--- config.mk ---
export PLATFORM = sky130hd
export DESIGN_NAME = addsub_arbiter
export DESIGN_NICKNAME = d
export VERILOG_FILES = /design/src/rtl/addsub_arbiter.sv
export SDC_FILE = /design/constraint.sdc
export NUM_CORES = 1
export LEC_CHECK = 0
export ABC_AREA = 1
export ABC_CLOCK_PERIOD_IN_PS = 17900
export CAP_MARGIN = 20
export CORE_ASPECT_RATIO = 0.9
export CORE_MARGIN = 2
export CORE_UTILIZATION = 30
export CTS_BUF_LIST = sky130_fd_sc_hd__clkbuf_16
export CTS_CLUSTER_SIZE = 14
export DETAILED_ROUTE_END_ITERATION = 12
export SLEW_MARGIN = 10
export SYNTH_ARGS = -nofsm -noshare
export SYNTH_HDL_FRONTEND = slang
export SYNTH_SLANG_ARGS = --single-unit
--- constraint.sdc ---
create_clock -name clk -period 17.9 [get_ports clk]
set_input_delay 3.58 -clock clk [delete_from_list [all_inputs] [get_ports clk]]
set_output_delay 3.58 -clock clk [all_outputs]
set_load 0.005 [all_outputs]
--- src/rtl/addsub_arbiter.sv ---
// addsub_arbiter: round-robin sharing of one 16-bit saturating add/sub unit
// between the ALU execute path (requester 0) and the auxiliary address path
// (requester 1). Owns the N/Z/V flag register, written only by requester 0.

module cla_16bit #(
  parameter int unsigned WIDTH = 16
) (
  input  logic [WIDTH-1:0] a_i,
  input  logic [WIDTH-1:0] b_i,
  input  logic             sub_i,
  output logic [WIDTH-1:0] sum_o,
  output logic             v_o
);

  logic [WIDTH-1:0] bx;
  logic [WIDTH-1:0] g;
  logic [WIDTH-1:0] p;
  logic [WIDTH-1:0] raw;
  logic             c_msb_in;
  logic             c_out;

  assign bx = b_i ^ {WIDTH{sub_i}};
  assign g  = a_i & bx;
  assign p  = a_i ^ bx;

  // Carry chain from generate/propagate terms; a scalar carry keeps the
  // combinational graph free of self-dependent vector bits.
  always_comb begin
    logic cy;
    cy       = sub_i;
    raw      = '0;
    c_msb_in = 1'b0;
    for (int unsigned i = 0; i < WIDTH; i++) begin
      raw[i] = p[i] ^ cy;
      if (i == WIDTH - 1) c_msb_in = cy;
      cy = g[i] | (p[i] & cy);
    end
    c_out = cy;
  end

  // Clamp on signed overflow; the overflow direction follows the sign of a.
  always_comb begin
    v_o   = c_out ^ c_msb_in;
    sum_o = raw;
    if (v_o) sum_o = a_i[WIDTH-1] ? {1'b1, {(WIDTH-1){1'b0}}}
                                  : {1'b0, {(WIDTH-1){1'b1}}};
  end

endmodule

module addsub_arbiter #(
  parameter int unsigned WIDTH = 16
) (
  input  logic             clk,
  input  logic             rst,
  input  logic             req0_valid,
  input  logic [WIDTH-1:0] req0_a,
  input  logic [WIDTH-1:0] req0_b,
  input  logic             req0_sub,
  output logic             req0_ready,
  input  logic             req1_valid,
  input  logic [WIDTH-1:0] req1_a,
  input  logic [WIDTH-1:0] req1_b,
  input  logic             req1_sub,
  output logic             req1_ready,
  output logic             resp0_valid,
  output logic             resp1_valid,
  output logic [WIDTH-1:0] res_sum,
  output logic             res_v,
  output logic             res_n,
  output logic             res_z,
  output logic             flag_n,
  output logic             flag_z,
  output logic             flag_v
);

  typedef enum logic [1:0] {S_IDLE, S_EXEC, S_RESP} state_t;

  state_t           state_q, state_d;
  logic             last_q, last_d;
  logic             owner_q, owner_d;
  logic [WIDTH-1:0] a_q, a_d;
  logic [WIDTH-1:0] b_q, b_d;
  logic             sub_q, sub_d;
  logic [WIDTH-1:0] res_sum_q, res_sum_d;
  logic             res_v_q, res_v_d;
  logic             res_n_q, res_n_d;
  logic             res_z_q, res_z_d;
  logic             flag_n_q, flag_n_d;
  logic             flag_z_q, flag_z_d;
  logic             flag_v_q, flag_v_d;
  logic             grant0, grant1;
  logic [WIDTH-1:0] alu_sum;
  logic             alu_v;

  cla_16bit #(.WIDTH(WIDTH)) u_cla (
    .a_i   (a_q),
    .b_i   (b_q),
    .sub_i (sub_q),
    .sum_o (alu_sum),
    .v_o   (alu_v)
  );

  // Round-robin grant in IDLE: on a tie the requester not served last wins.
  always_comb begin
    grant0 = 1'b0;
    grant1 = 1'b0;
    if (state_q == S_IDLE) begin
      grant0 = req0_valid && (!req1_valid || last_q);
      grant1 = req1_valid && (!req0_valid || !last_q);
    end
  end

  assign req0_ready  = grant0;
  assign req1_ready  = grant1;
  assign resp0_valid = (state_q == S_RESP) && !owner_q;
  assign resp1_valid = (state_q == S_RESP) && owner_q;
  assign res_sum     = res_sum_q;
  assign res_v       = res_v_q;
  assign res_n       = res_n_q;
  assign res_z       = res_z_q;
  assign flag_n      = flag_n_q;
  assign flag_z      = flag_z_q;
  assign flag_v      = flag_v_q;

  // Next state: latch operands on accept, capture result at end of EXEC.
  always_comb begin
    state_d   = state_q;
    last_d    = last_q;
    owner_d   = owner_q;
    a_d       = a_q;
    b_d       = b_q;
    sub_d     = sub_q;
    res_sum_d = res_sum_q;
    res_v_d   = res_v_q;
    res_n_d   = res_n_q;
    res_z_d   = res_z_q;
    flag_n_d  = flag_n_q;
    flag_z_d  = flag_z_q;
    flag_v_d  = flag_v_q;
    case (state_q)
      S_IDLE: begin
        if (grant0 || grant1) begin
          state_d = S_EXEC;
          owner_d = grant1;
          last_d  = grant1;
          a_d     = grant1 ? req1_a   : req0_a;
          b_d     = grant1 ? req1_b   : req0_b;
          sub_d   = grant1 ? req1_sub : req0_sub;
        end
      end
      S_EXEC: begin
        state_d   = S_RESP;
        res_sum_d = alu_sum;
        res_v_d   = alu_v;
        res_n_d   = alu_sum[WIDTH-1];
        res_z_d   = (alu_sum == '0);
        if (!owner_q) begin
          flag_n_d = alu_sum[WIDTH-1];
          flag_z_d = (alu_sum == '0);
          flag_v_d = alu_v;
        end
      end
      S_RESP:  state_d = S_IDLE;
      default: state_d = S_IDLE;
    endcase
  end

  // State and datapath registers; reset drops any in-flight operation.
  always_ff @(posedge clk or posedge rst) begin
    if (rst) begin
      state_q   <= S_IDLE;
      last_q    <= 1'b1;
      owner_q   <= 1'b0;
      a_q       <= '0;
      b_q       <= '0;
      sub_q     <= 1'b0;
      res_sum_q <= '0;
      res_v_q   <= 1'b0;
      res_n_q   <= 1'b0;
      res_z_q   <= 1'b0;
      flag_n_q  <= 1'b0;
      flag_z_q  <= 1'b0;
      flag_v_q  <= 1'b0;
    end else begin
      state_q   <= state_d;
      last_q    <= last_d;
      owner_q   <= owner_d;
      a_q       <= a_d;
      b_q       <= b_d;
      sub_q     <= sub_d;
      res_sum_q <= res_sum_d;
      res_v_q   <= res_v_d;
      res_n_q   <= res_n_d;
      res_z_q   <= res_z_d;
      flag_n_q  <= flag_n_d;
      flag_z_q  <= flag_z_d;
      flag_v_q  <= flag_v_d;
    end
  end

endmodule

==> qor.yml, run 1 <==
worst_setup_path:
  cp_max_fo: 54
  cp-end-kind: "output port"
  slowest_stage: "clkdlybuf4s50_1"
  r2r_start: "sub_q"
  startpoint_type: "input pin"
  path_buf_inv: 3
  reg2reg_depth: 26
  cp_common_cell: "clkdlybuf4s50_1"
  worstPathRequired_ps: 14320
  critical_path.startpoint: "req1_valid"
  r2r_slack_ps: 9340
  critPathKind: "in2out"
  critPathTopFamily: "buffers and inverters"
  cp_cell_sequence: "clkdlybuf4s50_1 > nand3_4 > inv_2 > clkdlybuf4s50_1"
  slowest_delay_ps: 610
  timing.rr.end: "res_z"
  cp-endpoint: "req1_ready"
  critical_path_depth: 4
  arrival_ps: 5760
pwr:
  irDropWorstVdd_mv: 0.0974
  finalPower_w: 0.000998
  p_per_area_mw_per_mm2: 224
  p_leak_nw: 1.95
place:
  pre_cts_slack_ps: 8540
  portBuffers: 95
  hpwl_um: 5950
  gp_congestion: 0.783
  place_area_mm2: 0.00420
global_route:
  grt-ovfl-total: 0
  grt_antenna_before_repair: 0
  grt_start_max_net_pins: 59
  groute.usage.overall_pct: 14.4
  grt_pass1_wl_um: 13200
  grt_pass1_vias: 2691
timing:
  max_freq_mhz: 107
  setup-tns-final_ps: 0
  fin_crit_sh_pct: 52.2
  worst_slew_pin_slew_ps: 815
  skew_ps: 5.54
  rsz0062_at_grt: "false"
  fin_crit_ps: 9340
  worst_slack_ps: 8560
  drv_slew: 0
  hold_viol_final: 0
  setup_viol: 0
  max_slew_margin_pct: 45.7
synth:
  synthCells: 366
  ys_seq_area_share_pct: 45.5
  synth.most_common_cell: "dfrtp_1"
  synth_top_cell_by_area: "dfrtp_1"
  yosys-top-cells-area: "dfrtp_1, fa_1, o21ai_0"
  syn_area_mm2: 0.00320
  ys_warn_count: 0
  synth_nets: 452
  synth_area_per_cell_um2: 8.73
  synth-seq-cells: 58
  synthDistinctLibCells: 29
  ys_dominant_reg_cell: "dfrtp_1"
  synth_top_area_share_pct: 44.6
  async_flop_share_pct: 100
  synthTopCellsByCount: "dfrtp_1, nor2_1, inv_1, o21ai_0, nand2_1"
  synth-edff-count: 0
worst_hold_path:
  min_from: "res_z"
  hold_class: "reg2reg"
floorplanning:
  fp.dieW_um: 113
  core_mm2: 0.0103
  die-area_mm2: 0.0115
  start_util_pct: 31.1
  io_pins: 96
  row_count: 35
  die_h_um: 102
cells_and_area:
  fin_nets: 538
  final_area_mm2: 0.00446
  diodes: 0
  layout-drive-gt1-share_pct: 4.81
  nFillCells: 989
  area.growth.synth_to_final_pct: 39.5
  fin_util_pct: 43.3
clocking:
  path_clk_slew_ps: 50
  tritoncts: "done"
  cts_resized: 0
  cts_hold_buf: 0
  insertion_delay_ps: 320
  cts-htree-levels: 3
  numCtsBuffers: 9
  clockBufferDepth: 2
  cts-root-buf: "clkbuf_16"
  clkSinkCount: 58
  cts_setup_buffers: 0
route:
  drt_iter0_drc: 117
  routed_wl_um: 7820
  wl_met3_um: 407
  vias: 2674
  drt_pass1_iterations: 4
  via_per_inst: 4.56
  drc: 0
  wl_met2_um: 3430
  post_drt_wl_per_cell_um: 13.3
  dr.max_layer_used: "met4"
  ant_nets: 0
  drt-met1-wl_um: 3840
run:
  drv_cap: 0
outcome:
  status: "complete, no violations"
## stage by stage
step | instances | hold slack, ps
2_1_floorplan | 366 | 472
3_3_place_gp | 570 | 471
3_5_place_dp | 570 | 474
4_1_cts | 586 | 488
5_1_grt | 586 | 510
6_report | 586 | 482
## layer usage
| metal | vias up | global-route usage, % |
|---|---|---|
| met1 | 1223 | 21.2 |
| met3 | 15 | 3.26 |
| li1 | 1365 | - |
| met2 | 71 | 20.6 |
| met4 | 0 | 5.72 |
| met5 | - | 0 |
## cells in the final DEF (no fill, tap or decap), types with 2 or more instances in the layout
cell type and instances:
nor2_1 52, xnor2_1 14, clkinv_2 2, o21ai_1 18, a31oi_1 2, clkdlybuf4s50_1 95
inv_2 2, clkbuf_16 9, clkinv_1 3, fa_1 16, o22ai_1 16, nor3_1 2
nand4_1 2, nand2_1 36, nand2_2 4, dfrtp_1 57, o21ai_0 41, inv_1 42
nand3_1 22, a21oi_1 13
## area by class of cell
type | instances | area [um2] | area share [%]
well taps | 129 | 161 | 3.62
inverters | 42 | 158 | 3.54
repair buffers | 96 | 958 | 21.5
multi-input cells | 245 | 1470 | 33.1
clock buffers | 9 | 225 | 5.05
clock inverters | 7 | 28.8 | 0.646
flip-flops and latches | 58 | 1450 | 32.6
## tightest hold or removal path, stage by stage, from the launching register on
cell and delay [ps]:
dfrtp_1 340, nand2_1 60, nand2_1 50
## kinds of logic (layout without fill, tap and decap cells)
family | count (synthesis) | in the layout | synth area share, %
compound gates | 92 | 92 | 15.3
simple gates | 122 | 122 | 16.7
fa+ha+maj | 16 | 16 | 10.0
buf+inv | 63 | 154 | 8.42
xor+xnor | 15 | 15 | 4.11
flops | 58 | 58 | 45.5
## sequential cells by signal (all words and copies together), names as in the netlist
name	cells
res_v	1
owner_q	1
res_z	1
flag_v	1
a_q	16
sub_q	1
last_q	1
res_sum	16
state_q	2
b_q	16
flag_z	1
flag_n	1
## power by group
part / switching, W / total (W) / internal (W)
clock: 0.0000537 / 0.000144 / 0.0000902
combinational: 0.000358 / 0.000610 / 0.000252
sequential: 0.0000448 / 0.000244 / 0.000199
total: 0.000457 / 0.000998 / 0.000541
## how the worst min path moves through the flow
| stage | end | slack (ps) | cells after the start |
|---|---|---|---|
| 6_report | res_z | 480 | 2 |
| 3_3_place_gp | res_v | 470 | 2 |
| 4_1_cts | res_z | 490 | 2 |
| 3_5_place_dp | res_z | 470 | 2 |
| 5_1_grt | flag_v | 510 | 2 |
| 2_1_floorplan | res_sum[2] | 470 | 2 |
Power figures use the tool's default switching activity.
==> run 2: changes to the inputs <==
- ABC_CLOCK_PERIOD_IN_PS: 17900 -> 8370
- clock period: 17.9 -> 8.37 ns (I/O delays scaled with it)
==> run 2 against run 1 <==
  * Core utilization increased by 0.63 points
  * Global-route usage increased by 0.52 points
  * Sequential share of layout area decreased by 0.47 points
  * Die area unchanged
  * Non-clock buffer count increased by 1
==> qor.yml, run 2 (synthesis gave the netlist of run 1 again) <==
worst_setup_path:
  worstPathRequired_ps: 8550  # was 14,320 ps
  r2r_start: "sub_q"  # unchanged
  reg2reg_depth: 23  # was 26
  cp-end-kind: "flip-flop"  # was output port
  cp_max_fo: 12  # was 54
  critPathKind: "reg2reg"  # was in2out
  arrival_ps: 8060  # was 5760 ps
  r2r_slack_ps: 490  # was 9340 ps
  startpoint_type: "flip-flop"  # was input pin
  timing.rr.end: "res_sum[3]"  # was res_z
clocking:
  cts_hold_buf: 0  # unchanged
  numCtsBuffers: 9  # unchanged
  cts_setup_buffers: 0  # unchanged
  clkSinkCount: 58  # unchanged
  path_clk_slew_ps: 50  # about the same
  cts-htree-levels: 3  # unchanged
  cts_resized: 0  # unchanged
  clockBufferDepth: 2  # unchanged
  insertion_delay_ps: 320  # about the same
  cts-root-buf: "clkbuf_16"  # unchanged
  tritoncts: "done"  # unchanged
global_route:
  grt-ovfl-total: 0  # unchanged
  groute.usage.overall_pct: 14.9  # was 14.4%
  use_met1_pct: 21.9  # was 21.2%
  grt_antenna_before_repair: 0  # unchanged
  grt_pass1_vias: 2724  # was 2,691
  grtUsageMet2_pct: 21.8  # was 20.6%
  grt-busiest-layer: "met1"  # unchanged
  grt_util_met3_pct: 4.09  # was 3.26%
  grt_pass1_wl_um: 13500  # was 13,200 um
  grt_start_max_net_pins: 59  # unchanged
pwr:
  p_leak_nw: 1.97  # was 1.95 nW
  irDropWorstVdd_mv: 0.228  # was 0.0974 mV
  p_per_area_mw_per_mm2: 491  # was 224 mW/mm2
timing:
  worst_slew_pin_slew_ps: 782  # was 815 ps
  setup_viol: 0  # unchanged
  fin_crit_ps: 7880
  worst_slack_ps: 487  # was 8560 ps
  max_slew_margin_pct: 47.7  # was 45.7%
  skew_ps: 4.51  # was 5.54 ps
  max_freq_mhz: 127
  drv_slew: 0  # unchanged
  rsz0062_at_grt: "false"  # unchanged
  setup-tns-final_ps: 0  # unchanged
  hold_viol_final: 0  # unchanged
  fin_crit_sh_pct: 94.2
place:
  gp_congestion: 0.783  # unchanged
  hpwl_um: 6020  # was 5950 um
  pre_cts_slack_ps: 358  # was 8540 ps
  portBuffers: 95  # unchanged
run:
  drv_cap: 0  # unchanged
route:
  drt_iter0_drc: 105  # was 117
  ant_nets: 0  # unchanged
  drt_pass1_iterations: 4  # unchanged
  routed_wl_um: 8040  # was 7820 um
  drc: 0  # unchanged
  vias: 2708  # was 2,674
  via_per_inst: 4.61  # was 4.56
  post_drt_wl_per_cell_um: 13.7  # was 13.3 um
worst_hold_path:
  min_from: "res_sum[2]"  # was res_z
  hold_class: "reg2reg"  # unchanged
  hold_path_end: "res_sum[2]"  # was res_z
  hold_depth: 2  # unchanged
floorplanning:
  fp.dieW_um: 113  # unchanged
  io_pins: 96  # unchanged
  core_mm2: 0.0103  # unchanged
  row_count: 35  # unchanged
  start_util_pct: 31.1  # unchanged
  die_h_um: 102  # unchanged
  die-area_mm2: 0.0115  # unchanged
cells_and_area:
  area.growth.synth_to_final_pct: 41.5  # was 39.5%
  diodes: 0  # unchanged
  fin_nets: 539  # was 538
  layout-drive-gt1-share_pct: 6.11  # was 4.81%
  layout_commonest_cell: "clkdlybuf4s50_1"  # unchanged
  layout_common_cells: "clkdlybuf4s50_1, dfrtp_1, nor2_1"  # unchanged
  nFillCells: 1014  # was 989
outcome:
  status: "complete, no violations"  # unchanged
==> run 2: changes by cell type in the layout (fill, tap and decap cells not counted), sizes merged <==
cell    change
inv         -2
bufinv      +2
buf         +1
==> run 2: cell type report <==
cell class	instances	area, um2	area share, %
multi-input cells	245	1480	32.6
flip-flops and latches	58	1450	32.1
repair buffers	97	966	21.4
clock buffers	9	225	4.98
well taps	129	161	3.57
inverters	42	158	3.49
clock inverters	7	83.8	1.85
==> run 2: worst max-delay path by stage <==
stage            from          end  slack, ps  depth (start not counted)
2_1_floorplan   sub_q        res_z        400                         27
3_3_place_gp    sub_q   res_sum[4]        470                         23
3_5_place_dp    sub_q  res_sum[13]        360                         23
4_1_cts        a_q[0]   res_sum[3]        330                         25
5_1_grt         sub_q       flag_z          9                         26
6_report        sub_q   res_sum[3]        490                         23
==> run 2: per-layer routing <==
layer	vias up	share of wire, %
met3	4	6.1
li1	1374	-
met4	0	0.47
met2	78	46
met5	-	0
met1	1252	47
==> run 2: per-stage QoR <==
| stage | total power [W] | util, % | instance area (um2) | hold WS (ps) | instances |
|---|---|---|---|---|---|
| final | 0.00222 | 44.0 | 4520 | 497 | 587 |
| after global routing | 0.00246 | 44.0 | 4520 | 534 | 587 |
| after CTS | 0.00224 | 43.9 | 4520 | 500 | 587 |
| after detailed placement | 0.00186 | 40.9 | 4210 | 487 | 571 |
| after global placement | 0.00183 | 40.9 | 4210 | 478 | 571 |
| after floorplan | 0.00147 | - | 3200 | 472 | 366 |
==> run 2: power breakdown <==
group	leakage (nW)	internal, W	switching, W
Combinational	1.12	0.000538	0.000800
Clock	0.156	0.000257	0.000120
Sequential	0.693	0.000426	0.0000798
==> run 2: worst max-delay path, cell delays in order, from the launching register on <==
cell and delay, ps:
dfrtp_1 410, xor2_1 190, fa_1 200, inv_1 50, fa_1 410, fa_1 430, fa_1 420, fa_1 420
fa_1 420, fa_1 420, fa_1 420, fa_1 430, fa_1 430, fa_1 460, fa_1 430, fa_1 450
fa_2 440, fa_1 460, inv_1 90, nand2_1 90, nand3_2 180, nand2_1 70, inv_1 300, a21oi_1 120
==> run 3: changes to the inputs <==
- SYNTH_HIERARCHICAL: default -> 1
==> run 3 against run 2 <==
  * Hold slack got worse by 23 ps
  * First-iteration DRC count grew 51%
  * Cell count increased by 32%
  * Non-clock buffer count up 5
  * Clock skew about the same
  * Power up 8.3%
  * Register-to-register slack worse by 50 ps
  * Fmax shrank 0.64%
  * Via count up 27%
  * Cell area increased by 14%
  * Synthesized cell count increased by 42%
  * Critical path type unchanged
  * Largest power group unchanged
  * Highest routed layer unchanged
==> qor.yml, run 3 <==
cells_and_area:
  area.growth.synth_to_final_pct: 34.8  # was 41.5%
  layout_commonest_cell: "nand2_1"  # was clkdlybuf4s50_1
  layout-drive-gt1-share_pct: 6.08  # was 6.11%
  layout_common_cells: "nand2_1, inv_1, clkdlybuf4s50_1"  # was clkdlybuf4s50_1, dfrtp_1, nor2_1
  fin_nets: 690  # was 539
  diodes: 0  # unchanged
  regArea_mm2: 0.00145  # unchanged
  multi_input_area_mm2: 0.00179  # was 0.00148 mm2
  nFillCells: 1301  # was 1,014
run:
  drv_cap: 0  # unchanged
synth:
  synth_top_area_share_pct: 37.2  # was 44.6%
  synth-seq-cells: 58  # unchanged
  async_flop_share_pct: 100  # unchanged
  synth_fa_ha_area_share_pct: 8.36  # was 10.0%
  synthDistinctLibCells: 21  # was 29
  synthCells: 521  # was 366
  synth_top_family_by_area: "simple AND/OR/NAND/NOR gates"  # unchanged
  synth.mux.area_fraction_pct: 0  # unchanged
  synth-simple-area-share_pct: 33.7  # was 16.7%
  yosys-top-cells-area: "dfrtp_1, nand2_1, inv_1"  # was dfrtp_1, fa_1, o21ai_0
  synth_top_cell_by_area: "dfrtp_1"  # unchanged
  ys_dominant_reg_cell: "dfrtp_1"  # unchanged
  synth_xor_area_share_pct: 3.43  # was 4.11%
  synthTopCellsByCount: "nand2_1, inv_1, nand3_1, dfrtp_1, nand4_1"  # was dfrtp_1, nor2_1, inv_1, o21ai_0, nand2_1
  synth_nets: 607  # was 452
  synth_compound_area_share_pct: 0.914  # was 15.3%
  synth_area_per_cell_um2: 7.35  # was 8.73 um2
  synth-edff-count: 0  # unchanged
  ys_seq_area_share_pct: 37.9  # was 45.5%
  ys_warn_count: 6  # was 0
  synth.most_common_cell: "nand2_1"  # was dfrtp_1
  syn_area_mm2: 0.00383  # was 0.00320 mm2
clocking:
  clockBufferDepth: 2  # unchanged
  numCtsBuffers: 9  # unchanged
  clkSinkCount: 58  # unchanged
  tritoncts: "done"  # unchanged
  path_clk_slew_ps: 50  # about the same
  cts-root-buf: "clkbuf_16"  # unchanged
  insertion_delay_ps: 330  # was 320 ps
  cts-htree-levels: 3  # unchanged
floorplanning:
  fp.dieW_um: 123  # was 113 um
  row_count: 39  # was 35
  start_util_pct: 30.4  # was 31.1%
  core_mm2: 0.0126  # was 0.0103 mm2
  die_h_um: 111  # was 102 um
  io_pins: 96  # unchanged
  die-area_mm2: 0.0137  # was 0.0115 mm2
worst_hold_path:
  hold_path_end: "res_sum[12]"  # was res_sum[2]
  hold_depth: 2  # unchanged
  hold_class: "reg2reg"  # unchanged
  min_from: "res_sum[12]"  # was res_sum[2]
timing:
  skew_ps: 4.91  # was 4.51 ps
  fin_crit_sh_pct: 94.8  # was 94.2%
  drv_slew: 0  # unchanged
  setup_viol: 0  # unchanged
  max_freq_mhz: 126  # was 127 MHz
  worst_slew_pin_slew_ps: 829  # was 782 ps
  max_slew_margin_pct: 44.6  # was 47.7%
  rsz0062_at_grt: "false"  # unchanged
  hold_viol_final: 0  # unchanged
  setup-tns-final_ps: 0  # unchanged
  fin_crit_ps: 7930  # was 7880 ps
global_route:
  grt_antenna_before_repair: 0  # unchanged
  grt-ovfl-total: 0  # unchanged
  grt_pass1_wl_um: 16100  # was 13,500 um
  groute.usage.overall_pct: 14.7  # was 14.9%
  grt_pass1_vias: 3494  # was 2,724
  grt_start_max_net_pins: 64  # was 59
pwr:
  p_leak_nw: 2.71  # was 1.97 nW
  irDropWorstVdd_mv: 0.179  # was 0.228 mV
  finalPower_w: 0.00240  # was 0.00222 W
  p_per_area_mw_per_mm2: 466  # was 491 mW/mm2
worst_setup_path:
  reg2reg_depth: 26  # was 23
  critical_path.startpoint: "b_q[0]"  # was sub_q
  startpoint_type: "flip-flop"  # unchanged
  cp-end-kind: "flip-flop"  # unchanged
  cp_max_fo: 7  # was 12
  r2r_start: "b_q[0]"  # was sub_q
  r2r_slack_ps: 440  # was 490 ps
  arrival_ps: 8200  # was 8060 ps
  timing.rr.end: "res_z"  # was res_sum[3]
  critPathKind: "reg2reg"  # unchanged
  worstPathRequired_ps: 8630  # was 8550 ps
outcome:
  status: "complete, no violations"  # unchanged
place:
  gp_congestion: 0.840  # was 0.783
  portBuffers: 95  # unchanged
  hpwl_um: 7210  # was 6020 um
route:
  routed_wl_um: 9460  # was 8040 um
  drc: 0  # unchanged
  post_drt_wl_per_cell_um: 12.2  # was 13.7 um
  vias: 3449  # was 2,708
  drt_iter0_drc: 159  # was 105
  ant_nets: 0  # unchanged
  drt_pass1_iterations: 4  # unchanged
  via_per_inst: 4.46  # was 4.61
-- run 3: changes by cell type in the layout (fill, tap and decap cells not counted), sizes merged, moves of 3 or more --
cell | previous run | this run
o22ai | 16 | 0
nand2 | 40 | 168
o21ai | 59 | 7
a21oi | 13 | 0
inv | 42 | 110
nor2 | 53 | 12
nand3 | 24 | 70
clkinvlp | 0 | 3
buf | 2 | 7
nand4 | 2 | 33
-- run 3: cell type report --
cell class              instances  share of cell area (%)
well taps                     164                    3.97
flip-flops and latches         58                    28.1
multi-input cells             323                    34.7
inverters                     110                    8.00
clock inverters                 7                    1.36
repair buffers                102                    19.4
clock buffers                   9                    4.36
-- run 3: repair_timing --
action	4_1_cts	5_1_grt
buffers inserted	0	2
gates resized for setup	0	4
hold buffers	0	0
endpoints found under the setup margin	0	2
-- run 3: through the flow --
stage / worst slack, ps / instance area [um2] / instances / hold WS (ps) / util [%]
2_1_floorplan: 386 / 3830 / 521 / 472 / -
3_3_place_gp: 369 / 4840 / 754 / 463 / 38.4
3_5_place_dp: 204 / 4840 / 754 / 468 / 38.4
4_1_cts: 190 / 5130 / 770 / 482 / 40.8
5_1_grt: 50.3 / 5160 / 773 / 497 / 41.0
6_report: 436 / 5160 / 773 / 474 / 41.0
-- run 3: worst max path at each step --
| stage | endpoint | slack [ps] | cells past startpoint |
|---|---|---|---|
| floorplan | res_z | 390 | 28 |
| global placement | res_z | 370 | 26 |
| detailed placement | res_z | 200 | 26 |
| CTS | res_z | 190 | 26 |
| global route | res_z | 50 | 26 |
| finish | res_z | 440 | 26 |
-- run 3: power by group --
part           total (W)  internal [W]  switching [W]  leakage, nW
Clock           0.000357      0.000229       0.000128        0.135
Sequential      0.000512      0.000422      0.0000892        0.716
Combinational    0.00154      0.000614       0.000922         1.86
Total            0.00240       0.00127        0.00114         2.71
-- run 3: worst max-delay path: stages (launching register included) --
cell and delay, ps:
dfrtp_1 400, nand2_1 90, o21ai_1 100, fa_2 370
fa_1 420, fa_1 430, fa_1 430, fa_1 430
fa_1 430, fa_1 430, fa_1 430, fa_1 440
fa_1 430, fa_1 430, fa_1 420, fa_1 440
fa_2 450, fa_1 420, nand2_1 100, nand2_2 100
nand2_2 140, nand2_1 80, nor2_1 100, nand2_1 60
nor2_1 130, nand3_1 90, nand2_1 60
-- run 3: layer usage --
metal  wire, um  vias up  global-route usage [%]
met5          0        -                       0
met4        170        0                    5.61
met3        420       13                    3.55
met2       4410       80                    23.1
met1       4460     1609                    19.5
li1           -     1747                       -
-- run 3: cells by family (layout without fill, tap and decap cells) --
group | Yosys count | after routing
AOI/OAI and AO/OA | 7 | 7
adders and majority gates | 16 | 16
DFF | 58 | 58
xor gates and xnor gates | 15 | 15
buffers and inverters | 141 | 228
and+or+nand+nor | 284 | 285
